**src/rtl/buzzer_seq.sv**
```systemverilog
// Melody sequencer: plays up to 8 table entries (half-period + duration) into a
// square-wave tone generator, with a silent gap after each note and optional looping.
module buzzer_seq #(
  parameter int CLK_HZ  = 25000000,
  parameter int TICK_HZ = 1000,
  parameter int GAP_MS  = 20,
  parameter int PW      = 20,
  parameter int DW      = 12
) (
  input  logic          clk,
  input  logic          rst_n,
  input  logic          wr_en,
  input  logic [2:0]    wr_addr,
  input  logic [PW-1:0] wr_half_period,
  input  logic [DW-1:0] wr_dur,
  input  logic          start,
  input  logic          stop,
  input  logic          loop,
  input  logic [3:0]    len,
  output logic          busy,
  output logic          done,
  output logic [2:0]    note_idx,
  output logic          tone_en,
  output logic [PW-1:0] half_period
);

  localparam int TICK_DIV = CLK_HZ / TICK_HZ;
  // +1 keeps the prescaler at least one bit wide even when TICK_DIV is 1
  localparam int PRE_W = $clog2(TICK_DIV + 1);
  localparam logic [PRE_W-1:0] PRE_LAST = PRE_W'(TICK_DIV - 1);
  localparam logic [DW-1:0]    GAP_LAST = DW'((GAP_MS == 0) ? 0 : GAP_MS - 1);

  typedef enum logic [1:0] {IDLE, NOTE, GAP} state_t;

  state_t          state, state_nx;
  logic [PRE_W-1:0] pre_cnt, pre_nx;
  logic [DW-1:0]   tick_cnt, tick_nx;
  logic [DW-1:0]   dur_lat, dur_nx;
  logic [3:0]      len_lat, len_nx;
  logic            busy_nx, done_nx, tone_en_nx;
  logic [2:0]      idx_nx;
  logic [PW-1:0]   hp_nx;

  logic [PW-1:0]   tab_hp  [8];
  logic [DW-1:0]   tab_dur [8];

  logic            tick_end, adv, ld;
  logic [2:0]      ld_idx;

  // Note table: cleared on reset, one write port; loads see the pre-write value
  always_ff @(posedge clk or negedge rst_n) begin
    if (!rst_n) begin
      for (int i = 0; i < 8; i++) begin
        tab_hp[i]  <= '0;
        tab_dur[i] <= '0;
      end
    end else if (wr_en) begin
      tab_hp[wr_addr]  <= wr_half_period;
      tab_dur[wr_addr] <= wr_dur;
    end
  end

  // State, counters and all outputs registered together
  always_ff @(posedge clk or negedge rst_n) begin
    if (!rst_n) begin
      state       <= IDLE;
      pre_cnt     <= '0;
      tick_cnt    <= '0;
      dur_lat     <= '0;
      len_lat     <= '0;
      busy        <= 1'b0;
      done        <= 1'b0;
      note_idx    <= '0;
      tone_en     <= 1'b0;
      half_period <= '0;
    end else begin
      state       <= state_nx;
      pre_cnt     <= pre_nx;
      tick_cnt    <= tick_nx;
      dur_lat     <= dur_nx;
      len_lat     <= len_nx;
      busy        <= busy_nx;
      done        <= done_nx;
      note_idx    <= idx_nx;
      tone_en     <= tone_en_nx;
      half_period <= hp_nx;
    end
  end

  // Next-state / next-output logic; stop overrides everything at the end
  always_comb begin
    state_nx   = state;
    dur_nx     = dur_lat;
    len_nx     = len_lat;
    busy_nx    = busy;
    done_nx    = 1'b0;
    idx_nx     = note_idx;
    tone_en_nx = tone_en;
    hp_nx      = half_period;
    adv        = 1'b0;
    ld         = 1'b0;
    ld_idx     = '0;

    tick_end = (pre_cnt == PRE_LAST);
    pre_nx   = tick_end ? '0 : pre_cnt + 1'b1;
    tick_nx  = tick_end ? tick_cnt + 1'b1 : tick_cnt;

    case (state)
      IDLE: begin
        pre_nx  = '0;
        tick_nx = '0;
        if (start && (len != 4'd0)) begin
          len_nx = (len > 4'd8) ? 4'd8 : len;
          ld     = 1'b1;
        end
      end
      NOTE: begin
        if (tick_end && (tick_cnt == dur_lat - 1'b1)) begin
          if (GAP_MS != 0) begin
            state_nx   = GAP;
            tone_en_nx = 1'b0;
            pre_nx     = '0;
            tick_nx    = '0;
          end else begin
            adv = 1'b1;
          end
        end
      end
      GAP: begin
        if (tick_end && (tick_cnt == GAP_LAST)) adv = 1'b1;
      end
      default: state_nx = IDLE;
    endcase

    // Move to the next entry, wrap on loop, or finish naturally
    if (adv) begin
      if ({1'b0, note_idx} < (len_lat - 4'd1)) begin
        ld     = 1'b1;
        ld_idx = note_idx + 3'd1;
      end else if (loop) begin
        ld = 1'b1;
      end else begin
        state_nx   = IDLE;
        busy_nx    = 1'b0;
        tone_en_nx = 1'b0;
        idx_nx     = '0;
        done_nx    = 1'b1;
        pre_nx     = '0;
        tick_nx    = '0;
      end
    end

    // Enter NOTE: latch the entry so later table writes don't disturb this note
    if (ld) begin
      state_nx   = NOTE;
      busy_nx    = 1'b1;
      idx_nx     = ld_idx;
      hp_nx      = tab_hp[ld_idx];
      tone_en_nx = (tab_hp[ld_idx] != '0);
      dur_nx     = (tab_dur[ld_idx] == '0) ? DW'(1) : tab_dur[ld_idx];
      pre_nx     = '0;
      tick_nx    = '0;
    end

    if (stop) begin
      state_nx   = IDLE;
      busy_nx    = 1'b0;
      tone_en_nx = 1'b0;
      idx_nx     = '0;
      done_nx    = 1'b0;
      pre_nx     = '0;
      tick_nx    = '0;
    end
  end

endmodule

```
**config.mk**
```make
export PLATFORM = sky130hd
export DESIGN_NAME = buzzer_seq
export DESIGN_NICKNAME = d
export VERILOG_FILES = /design/src/rtl/buzzer_seq.sv
export SDC_FILE = /design/constraint.sdc
export NUM_CORES = 1
export LEC_CHECK = 0
export CORE_MARGIN = 2
export CORE_UTILIZATION = 55
export CTS_CLUSTER_DIAMETER = 150
export DETAILED_ROUTE_END_ITERATION = 12
export PLACE_DENSITY_LB_ADDON = 0.1
export SLEW_MARGIN = 20
export SYNTH_ARGS = -nofsm -noshare
export SYNTH_HDL_FRONTEND = slang
export SYNTH_SLANG_ARGS = --single-unit
```
**constraint.sdc**
```tcl
create_clock -name clk -period 5 [get_ports clk]
set_clock_uncertainty 0.2 [all_clocks]
set_input_delay 1 -clock clk [delete_from_list [all_inputs] [get_ports clk]]
set_output_delay 1 -clock clk [all_outputs]
set_load 0.03 [all_outputs]
```
After elaboration in Yosys (flattened, before gate mapping)
Index checks and enable logic that the tools add are counted.
- word-level logic and storage cells: 124
- register bits after elaboration: 327
- bits of input ports: 45
- equality and inequality tests: 7
- add/subtract/negate cells: 5
- muxes and demuxes: 67
- reductions and logical operators: 12
- magnitude comparators: 5
- bitwise operators: 2
- operators with widths (cell ; number):
    $bwmux 160 ; 1
    $mux 12 ; 11
    $mux 15 ; 7
    $bwmux 96 ; 1
    $bmux 20 s3 ; 1
    $demux 20 s3 ; 1
    $mux 20 ; 3
    $bmux 12 s3 ; 1
    $demux 12 s3 ; 1
    $pmux 15 s2 ; 1
    $pmux 12 s2 ; 1
    $mux 1 ; 23
    $mux 3 ; 7
    $reduce_bool 20->1 ; 1
    $add 15x1->15 const B ; 1
    $eq 15x15->1 const B ; 1
    $add 12x1->12 const B ; 1
    $eq 12x12->1 ; 1
    $eq 12x5->1 const B ; 1
    $logic_not 12->1 ; 1
    $mux 2 ; 6
    $sub 12x1->12 const B ; 1
    $ge 4x4->1 const B ; 2
    $not 3->4 ; 2
    other kinds (18) ; 21

Logic depth before layout (Yosys ltp)
Gate-level depths: netlist of the first run.
- depth in word-level cells: 12
- gate-level depth with buffers: 16
- gate-level depth less buffers: 13

Worst setup path after synthesis of the first run
Ideal clock, no wire load.
- path type: flip-flop to flip-flop
- start: register note_idx[1]
- end: register tone_en
- library setup time: 0.145 ns
- data arrival time: 3.298 ns
- path buffers: 1
- cell stages (with the launch flop): 12
- period minus slack after synthesis: 3.642 ns
- path slack: 1.358 ns
- cell sequence: dfrtp_1 ha_1 clkbuf_1 inv_1 or4_1 a211oi_4 mux2_2 a22oi_2 o21ai_1 nor4_1 and4_1 a41oi_1
- word-level cells in the longest chain between the ends: 10
- ends and longest elaborated chain (item ; RTL line ; source):
    start, declared ; 22 ; output logic [2:0] note_idx,
    start signal, assigned ; 84 ; note_idx <= idx_nx;
    $lt 3x4->1 or $add 3x1->3 (tied branches) ; 137, 139 ;
    $mux 3 ; 137 ; if ({1'b0, note_idx} < (len_lat - 4'd1)) begin
    $mux 3 ; 136 ; if (adv) begin
    $not 3->4 (implied by the code) ; 159 ; tone_en_nx = (tab_hp[ld_idx] != '0);
    $bmux 20 s3 ; 159 ;
    $mux 20 (implied by the code) (2 in a row) ; 159 ;
    $reduce_bool 20->1 ; 159 ;
    $mux 1 * ; 154 ; if (ld) begin
    $mux 1 * ; 165 ; if (stop) begin
    via tone_en_nx ; 40 ; logic busy_nx, done_nx, tone_en_nx;
    end signal, assigned ; 85 ; tone_en <= tone_en_nx;
    end, declared ; 23 ; output logic tone_en,
The timed path passes the listed nets; every way through them passes the cells marked *. The select of a mux whose other input is x is not followed.
A chain may end at the register's enable or synchronous reset.

Worst setup path in the final report of the first run
- start: register tick_cnt[2]
- end: register tone_en
- word-level cells in the longest chain between the ends: 12
- ends and longest elaborated chain (item ; RTL line ; source):
    start, declared ; 37 ; logic [DW-1:0] tick_cnt, tick_nx;
    start signal, assigned ; 79 ; tick_cnt <= tick_nx;
    $eq 12x5->1 ; 130 ; if (tick_end && (tick_cnt == GAP_LAST)) adv = 1'b1;
    $logic_and 1x1->1 ; 130 ;
    $mux 1 ; 130 ;
    $mux 1 ; n/a ;
    $mux 3 ; 136 ;
    $not 3->4 (implied by the code) ; 159 ;
    $bmux 20 s3 ; 159 ;
    $mux 20 (implied by the code) (2 in a row) ; 159 ;
    $reduce_bool 20->1 ; 159 ;
    $mux 1 * ; 154 ;
    $mux 1 * ; 165 ;
    via tone_en_nx ; 40 ;
Marks and branches as above.

==> results of run 1 <==
## critical path: stages (launching register included)
cell	delay [ns]
sky130_fd_sc_hd__dfrtp_1	0.46
sky130_fd_sc_hd__or4b_1	0.64
sky130_fd_sc_hd__or3_1	0.56
sky130_fd_sc_hd__a2111oi_4	0.74
sky130_fd_sc_hd__nor2_2	0.29
sky130_fd_sc_hd__a22oi_2	0.22
sky130_fd_sc_hd__o21ai_1	0.10
sky130_fd_sc_hd__nor4_1	0.32
sky130_fd_sc_hd__and4_1	0.24
sky130_fd_sc_hd__a41oi_1	0.13
## per-stage QoR
step | cells | worst slack (ns) | power [W] | cell area (µm²) | utilization
after floorplan | 1339 | 1.36 | 0.00438 | 15800 | -
after global placement | 1753 | 1.07 | 0.00485 | 17000 | 0.596
after detailed placement | 1753 | 0.972 | 0.00490 | 17000 | 0.596
after CTS | 1819 | 0.957 | 0.00772 | 18300 | 0.641
after global routing | 1819 | 0.762 | 0.00803 | 18300 | 0.642
final | 1819 | 0.925 | 0.00768 | 18300 | 0.642
## area by class of cell
cell class | instances | share of cell area
Inverter | 17 | 0.00349
Sequential cell | 327 | 0.448
Tap cell | 384 | 0.0263
Clock buffer | 55 | 0.0611
Multi-Input combinational cell | 917 | 0.396
Clock inverter | 11 | 0.00870
Timing Repair Buffer | 108 | 0.0563
## sequential cells by signal, indices dropped and copies added (netlist names)
signal	cells
done	1
dur_lat	12
half_period	20
busy	1
note_idx	3
tab_dur	96
state	2
tick_cnt	12
pre_cnt	15
len_lat	4
tab_hp	160
tone_en	1
## cell usage in the layout (no fill, tap or decap), types with 6 or more instances in the layout
cell	n
sky130_fd_sc_hd__a2111oi_0	6
sky130_fd_sc_hd__a211oi_1	29
sky130_fd_sc_hd__a21oi_1	54
sky130_fd_sc_hd__and2_1	12
sky130_fd_sc_hd__and3_1	18
sky130_fd_sc_hd__buf_4	35
sky130_fd_sc_hd__clkbuf_1	8
sky130_fd_sc_hd__clkbuf_16	39
sky130_fd_sc_hd__clkbuf_8	8
sky130_fd_sc_hd__clkdlybuf4s50_1	69
sky130_fd_sc_hd__clkinv_2	6
sky130_fd_sc_hd__dfrtp_1	327
sky130_fd_sc_hd__ha_1	7
sky130_fd_sc_hd__inv_1	17
sky130_fd_sc_hd__mux2_2	274
sky130_fd_sc_hd__mux2i_1	73
sky130_fd_sc_hd__nand2_1	108
sky130_fd_sc_hd__nand2b_1	8
sky130_fd_sc_hd__nand3_1	27
sky130_fd_sc_hd__nand4_1	9
sky130_fd_sc_hd__nor2_1	74
sky130_fd_sc_hd__nor2b_1	8
sky130_fd_sc_hd__nor3_1	12
sky130_fd_sc_hd__nor4_1	7
sky130_fd_sc_hd__o21ai_0	41
sky130_fd_sc_hd__o22ai_1	9
sky130_fd_sc_hd__or3_1	19
sky130_fd_sc_hd__xnor2_1	17
sky130_fd_sc_hd__xor2_1	19
## Yosys cell counts, types with 7 or more instances
cell,instances,share of area
sky130_fd_sc_hd__dfrtp_1,327,0.52
sky130_fd_sc_hd__mux2_2,274,0.20
sky130_fd_sc_hd__nand2_1,108,0.026
sky130_fd_sc_hd__nor2_1,74,0.018
sky130_fd_sc_hd__mux2i_1,73,0.046
sky130_fd_sc_hd__clkbuf_1,56,0.013
sky130_fd_sc_hd__a21oi_1,54,0.017
sky130_fd_sc_hd__o21ai_0,41,0.013
sky130_fd_sc_hd__a211oi_1,29,0.014
sky130_fd_sc_hd__nand3_1,27,0.0086
sky130_fd_sc_hd__or3_1,19,0.0075
sky130_fd_sc_hd__xor2_1,19,0.011
sky130_fd_sc_hd__and3_1,18,0.0071
sky130_fd_sc_hd__xnor2_1,18,0.010
sky130_fd_sc_hd__inv_1,17,0.0040
sky130_fd_sc_hd__nor3_1,14,0.0044
sky130_fd_sc_hd__and2_1,12,0.0048
sky130_fd_sc_hd__nand4_1,9,0.0036
sky130_fd_sc_hd__o22ai_1,9,0.0036
sky130_fd_sc_hd__buf_2,8,0.0025
sky130_fd_sc_hd__nand2b_1,8,0.0032
sky130_fd_sc_hd__nor2b_1,8,0.0032
sky130_fd_sc_hd__ha_1,7,0.0055
sky130_fd_sc_hd__nor4_1,7,0.0028
## routing by layer
layer,vias up,global-route usage
met5,-,0
met4,0,0.0516
met3,49,0.0478
met2,336,0.421
met1,5656,0.410
li1,4958,-
## path summary, 6_finish.rpt
path / startpoint / endpoint / slack [ns] / cells after the start
setup / recovery: tick_cnt[2] / tone_en / 0.93 / 9
hold / removal: half_period[11] / half_period[11] / 0.27 / 2
setup reg to reg: tick_cnt[2] / tone_en / 0.93 / 9
hold reg to reg: half_period[11] / half_period[11] / 0.27 / 2
max in group asynchronous: rst_n / pre_cnt[0] / 3.15 / 2
min in group asynchronous: rst_n / tab_hp[143] / 0.35 / 1
## logic make-up after synthesis
logic type	after synthesis
xor gates and xnor gates	38
DFF	327
muxes	348
adders and majority gates	7
AOI/OAI and AO/OA	187
buffers and inverters	95
and+or+nand+nor	337
## power by group
part           switching (W)  internal, W  total, W
Sequential          0.000323      0.00318   0.00350
Clock                0.00107      0.00175   0.00282
Combinational       0.000650     0.000713   0.00136
==> summary.log, run 1 <==
INFO  floorplan      die_w=173µm
INFO  pwr            vdd.ir_drop.worst=0.252mV
INFO  synth          synth-seq-cells=327
INFO  timing         count_of_endpoints_failing_hold_in_the_final_timing_report=0
INFO  cts            cts_max_level=2
INFO  route          routed-via-count=10999
INFO  placement      port_buffers=70
INFO  timing         final_max_tran_viols=0
INFO  floorplan      floorplan.die_area=30100µm²
INFO  synth          synth.lib_cells_used.distinct=73
INFO  synth          synthXorXnorAreaFrac=0.0219
INFO  timing         final.setup.tns=0ns
INFO  synth          synth_mux_area_frac=0.243
INFO  global_route   first_pass_grt_wire_length=64.0mm
INFO  floorplan      initial_util=0.555
INFO  worst_setup_path crit_arrival=4.23ns
INFO  cts            clk-insertion-delay-late=0.52ns
INFO  synth          syn_inst=1339
INFO  global_route   gr-usage-all-layers=0.273
INFO  finish         post_route_cells_drive_above_1_share=0.274
INFO  floorplan      rows=62
INFO  cts            clock_tree.root_cell=sky130_fd_sc_hd__clkbuf_16
INFO  timing         hold-worst-slack=0.272ns
INFO  route          met2RoutedLength=18.3mm
INFO  route          met3RoutedLength=2.47mm
INFO  route          drt_wl_total=40.5mm
INFO  timing         timing.fmax=245MHz
INFO  timing         maxSlewHeadroom=0.420
INFO  placement      detailed_place_hpwl=25.6mm
INFO  route          wire_per_inst=22.3µm
INFO  min_path       hp-class=flop to flop
INFO  route          top_signal_layer_used=met4
INFO  finish         fillCellCount=2272
INFO  cts            post_cts_resized=0
INFO  synth          synth_fp_nets=1391
INFO  global_route   first_global_vias=10857
INFO  pwr            cellPowerDensity=421nW/µm²
INFO  finish         multi_input_comb_area=7230µm²
INFO  cts            cts_hold_buffers=0
INFO  synth          synth_simple_gate_area_frac=0.106
INFO  route          final_antenna_net_count=0
INFO  timing         timing.final.crit_period=4.07ns
INFO  floorplan      die_h=173µm
INFO  cts            tritoncts_num_sinks=327
INFO  synth          syn-mean-instance-area=11.8µm²
INFO  placement      gp_congestion=0.826
INFO  route          number_of_drc_markers_after_the_initial_detailed_route_iteration=857
INFO  cts            cts-buffers-inserted=37
INFO  flow_run       maxCapViolCount=0
INFO  synth          synth_adder_area_share=0.00554
INFO  synth          synth_compound_area_frac=0.0794
INFO  timing         final.period_utilization=0.815
INFO  pwr            cellLeakagePower=7.74nW
INFO  global_route   grt-ovfl-total=0
INFO  finish         area_growth_syn_to_layout=15.6%
INFO  synth          yosysWarningCount=0
INFO  run_status     run_status=finished, final reports clean
INFO  cts            cts.clk_slew.worst_paths=0.06ns
INFO  worst_setup_path critPathKind=flop to flop
INFO  timing         max_slew.worst_pin.slew=0.870ns
INFO  finish         regArea=8180µm²
INFO  worst_setup_path critPathLaunchType=flop
INFO  synth          synthArstFlopShare=1.00
INFO  timing         setup_viol=0
INFO  synth          synthesis.area=15800µm²
INFO  floorplan      placeableCoreArea=28500µm²
INFO  synth          edff_count_synth=0
INFO  global_route   antenna_violations_before_repair=0
INFO  cts            cts_setup_buffers=0
INFO  worst_setup_path crit_end_element=flop
INFO  route          detail_route.vias_per_cell=6.05
INFO  route          detail_route.first_pass.iterations=5
INFO  route          drc_markers=0
INFO  global_route   grt_max_degree=111
INFO  timing         rsz0062_at_grt=no
INFO  floorplan      boundaryPins=71
INFO  synth          main_combinational_cell_family_by_area_after_synthesis=multiplexers
INFO  finish         antenna_cells_inserted=0
INFO  worst_setup_path timing.critical_path.fanout_max=9
INFO  route          m1WireLength=19.2mm
INFO  worst_setup_path crit_required=5.15ns
INFO  cts            tritoncts=yes
INFO  cts            cts_max_path_buffers=3
INFO  finish         finish.net_count=1460
INFO  synth          synth-main-ff-cell=sky130_fd_sc_hd__dfrtp_1
INFO  synth          synth-seq-area-share=0.518
(Power assumes the default switching activity.)
==> run 2, diff against run 1 <==
==> constraint.sdc (replaced) <==
create_clock -name clk -period 4 [get_ports clk]
set_clock_uncertainty 0.2 [all_clocks]
set_input_delay 0.8 -clock clk [delete_from_list [all_inputs] [get_ports clk]]
set_output_delay 0.8 -clock clk [all_outputs]
set_load 0.03 [all_outputs]
==> summary.log, run 2 (synthesized netlist as in run 1, its figures left out) <==
INFO  finish         final_common_cell=sky130_fd_sc_hd__dfrtp_1
INFO  floorplan      placeableCoreArea=28500µm²
INFO  timing         count_of_endpoints_failing_hold_in_the_final_timing_report=0
INFO  worst_setup_path timing.critical_path.fanout_max=18
INFO  finish         fillCellCount=2248
INFO  timing         maxSlewHeadroom=0.555
INFO  floorplan      floorplan.die_area=30100µm²
INFO  route          drt_wl_total=41.0mm
INFO  timing         final_max_tran_viols=0
INFO  worst_setup_path crit_end_element=flop
INFO  timing         timing.fmax=261MHz
INFO  run_status     run_status=finished, final reports clean
INFO  worst_setup_path crit_arrival=4.00ns
INFO  timing         max_slew.worst_pin.slew=0.668ns
INFO  floorplan      boundaryPins=71
INFO  placement      gp_congestion=0.861
INFO  finish         layout_common_cells=sky130_fd_sc_hd__dfrtp_1, sky130_fd_sc_hd__mux2_2, sky130_fd_sc_hd__nand2_1, sky130_fd_sc_hd__nor2_1, sky130_fd_sc_hd__mux2i_1
INFO  timing         final.setup.tns=0ns
INFO  cts            clock_tree.root_cell=sky130_fd_sc_hd__clkbuf_16
INFO  worst_setup_path timing.reg2reg.setup_slack=0.17ns
INFO  worst_setup_path crit_required=4.17ns
INFO  cts            cts_hold_buffers=0
INFO  timing         final.period_utilization=0.958
INFO  floorplan      rows=62
INFO  global_route   first_global_vias=11293
INFO  finish         flip_flop_count_of_the_largest_register_after_layout=160
INFO  worst_setup_path reg2reg_to=dur_lat[0]
INFO  route          detail_route.first_pass.iterations=5
INFO  route          routed-via-count=11246
INFO  global_route   antenna_violations_before_repair=0
INFO  pwr            cellLeakagePower=7.83nW
INFO  worst_setup_path regToRegStartpoint=tick_cnt[5]
INFO  finish         finish.net_count=1477
INFO  route          detail_route.vias_per_cell=6.12
INFO  worst_setup_path crit_path_start=tick_cnt[5]
INFO  floorplan      die_w=173µm
INFO  min_path       hp-class=input port to asynchronous set/reset pin
INFO  cts            cts_max_path_buffers=3
INFO  cts            cts-buffers-inserted=37
INFO  finish         reg.largest.list=tab_hp: 160 flops, tab_dur: 96 flops, half_period: 20 flops
INFO  route          wire_per_inst=22.3µm
INFO  timing         timing.final.crit_period=3.83ns
INFO  global_route   grt_max_degree=82
INFO  cts            cts.clk_slew.worst_paths=0.06ns
INFO  route          number_of_drc_markers_after_the_initial_detailed_route_iteration=802
INFO  pwr            totalPowerFinal=0.00958W
INFO  cts            tritoncts_num_sinks=327
INFO  global_route   first_pass_grt_wire_length=64.8mm
INFO  placement      port_buffers=70
INFO  worst_setup_path setup.worst_path.end=dur_lat[0]
INFO  cts            clk-insertion-delay-late=0.52ns
INFO  global_route   grt-ovfl-total=0
INFO  route          drc_markers=0
INFO  cts            tritoncts=yes
INFO  cts            cts_max_level=2
INFO  timing         setup_viol=0
INFO  finish         post_route_cells_drive_above_1_share=0.287
INFO  worst_setup_path critPathLaunchType=flop
INFO  pwr            vdd.ir_drop.worst=0.418mV
INFO  finish         antenna_cells_inserted=0
INFO  global_route   gr-usage-all-layers=0.276
INFO  floorplan      initial_util=0.555
INFO  route          final_antenna_net_count=0
INFO  timing         rsz0062_at_grt=no
INFO  floorplan      die_h=173µm
INFO  placement      detailed_place_hpwl=26.1mm
INFO  flow_run       maxCapViolCount=0
INFO  worst_setup_path worst-r2r-cell-count=10
INFO  finish         area_growth_syn_to_layout=16.9%
INFO  finish         regMostFlops=tab_hp
INFO  worst_setup_path critPathKind=flop to flop
INFO  pwr            cellPowerDensity=519nW/µm²
-- run 2: metal layers --
layer	up-vias	routed length, µm	GRT usage
met2	379	18400	0.419
li1	5015	-	-
met5	-	0	0
met4	0	773	0.0671
met3	63	2830	0.0535
met1	5789	18900	0.410
-- run 2: how the worst min path moves through the flow --
| stage | from | endpoint | slack (ns) | cells past startpoint |
|---|---|---|---|---|
| global route | rst_n | tab_hp[6] | 0.13 | 1 |
| detailed placement | half_period[11] | half_period[11] | 0.27 | 2 |
| finish | rst_n | tab_hp[86] | 0.08 | 1 |
| CTS | rst_n | tab_hp[31] | 0.11 | 1 |
| global placement | half_period[11] | half_period[11] | 0.25 | 2 |
| floorplan | pre_cnt[0] | pre_cnt[0] | 0.25 | 1 |
-- run 2: metrics by stage --
| stage | utilization | hold slack, ns | area [µm²] | setup WS [ns] | instances |
|---|---|---|---|---|---|
| 2_1_floorplan | - | 0.255 | 15800 | 0.358 | 1339 |
| 3_3_place_gp | 0.603 | 0.250 | 17200 | 0.134 | 1770 |
| 4_1_cts | 0.647 | 0.108 | 18400 | 0.106 | 1838 |
| 6_report | 0.648 | 0.0825 | 18500 | 0.168 | 1838 |
| 5_1_grt | 0.648 | 0.135 | 18500 | 0.0123 | 1838 |
| 3_5_place_dp | 0.603 | 0.274 | 17200 | 0.0124 | 1770 |
-- run 2: what timing repair did --
action                     4_1_cts  5_1_grt
setup endpoints to repair        1        3
gates resized for setup          1        9
gates cloned                     0        0
buffers inserted                 0        0
-- run 2: where the power goes --
group	internal, W	switching (W)	total [W]
clock network	0.00213	0.00137	0.00350
logic	0.000898	0.000819	0.00172
registers	0.00397	0.000392	0.00436
-- run 2: layout make-up --
class                      instances  area [µm²]  share of cell area
multi-input combinational        917        7250               0.393
sequential                       327        8180               0.443
clock buffer                      54        1110              0.0603
inverter                          17        63.8             0.00346
tap                              384         480              0.0260
timing repair buffer             125        1210              0.0655
clock inverter                    14         159             0.00861
-- run 2: worst max-delay path: stages (launching register included) --
cell and delay, ns:
sky130_fd_sc_hd__dfrtp_1 0.42, sky130_fd_sc_hd__or4b_1 0.61, sky130_fd_sc_hd__or3_1 0.57, sky130_fd_sc_hd__a2111oi_4 0.62, sky130_fd_sc_hd__buf_4 0.38, sky130_fd_sc_hd__nand2_1 0.09
sky130_fd_sc_hd__and3_1 0.19, sky130_fd_sc_hd__a211oi_1 0.22, sky130_fd_sc_hd__a21o_1 0.13, sky130_fd_sc_hd__or4_1 0.11, sky130_fd_sc_hd__o221ai_1 0.12
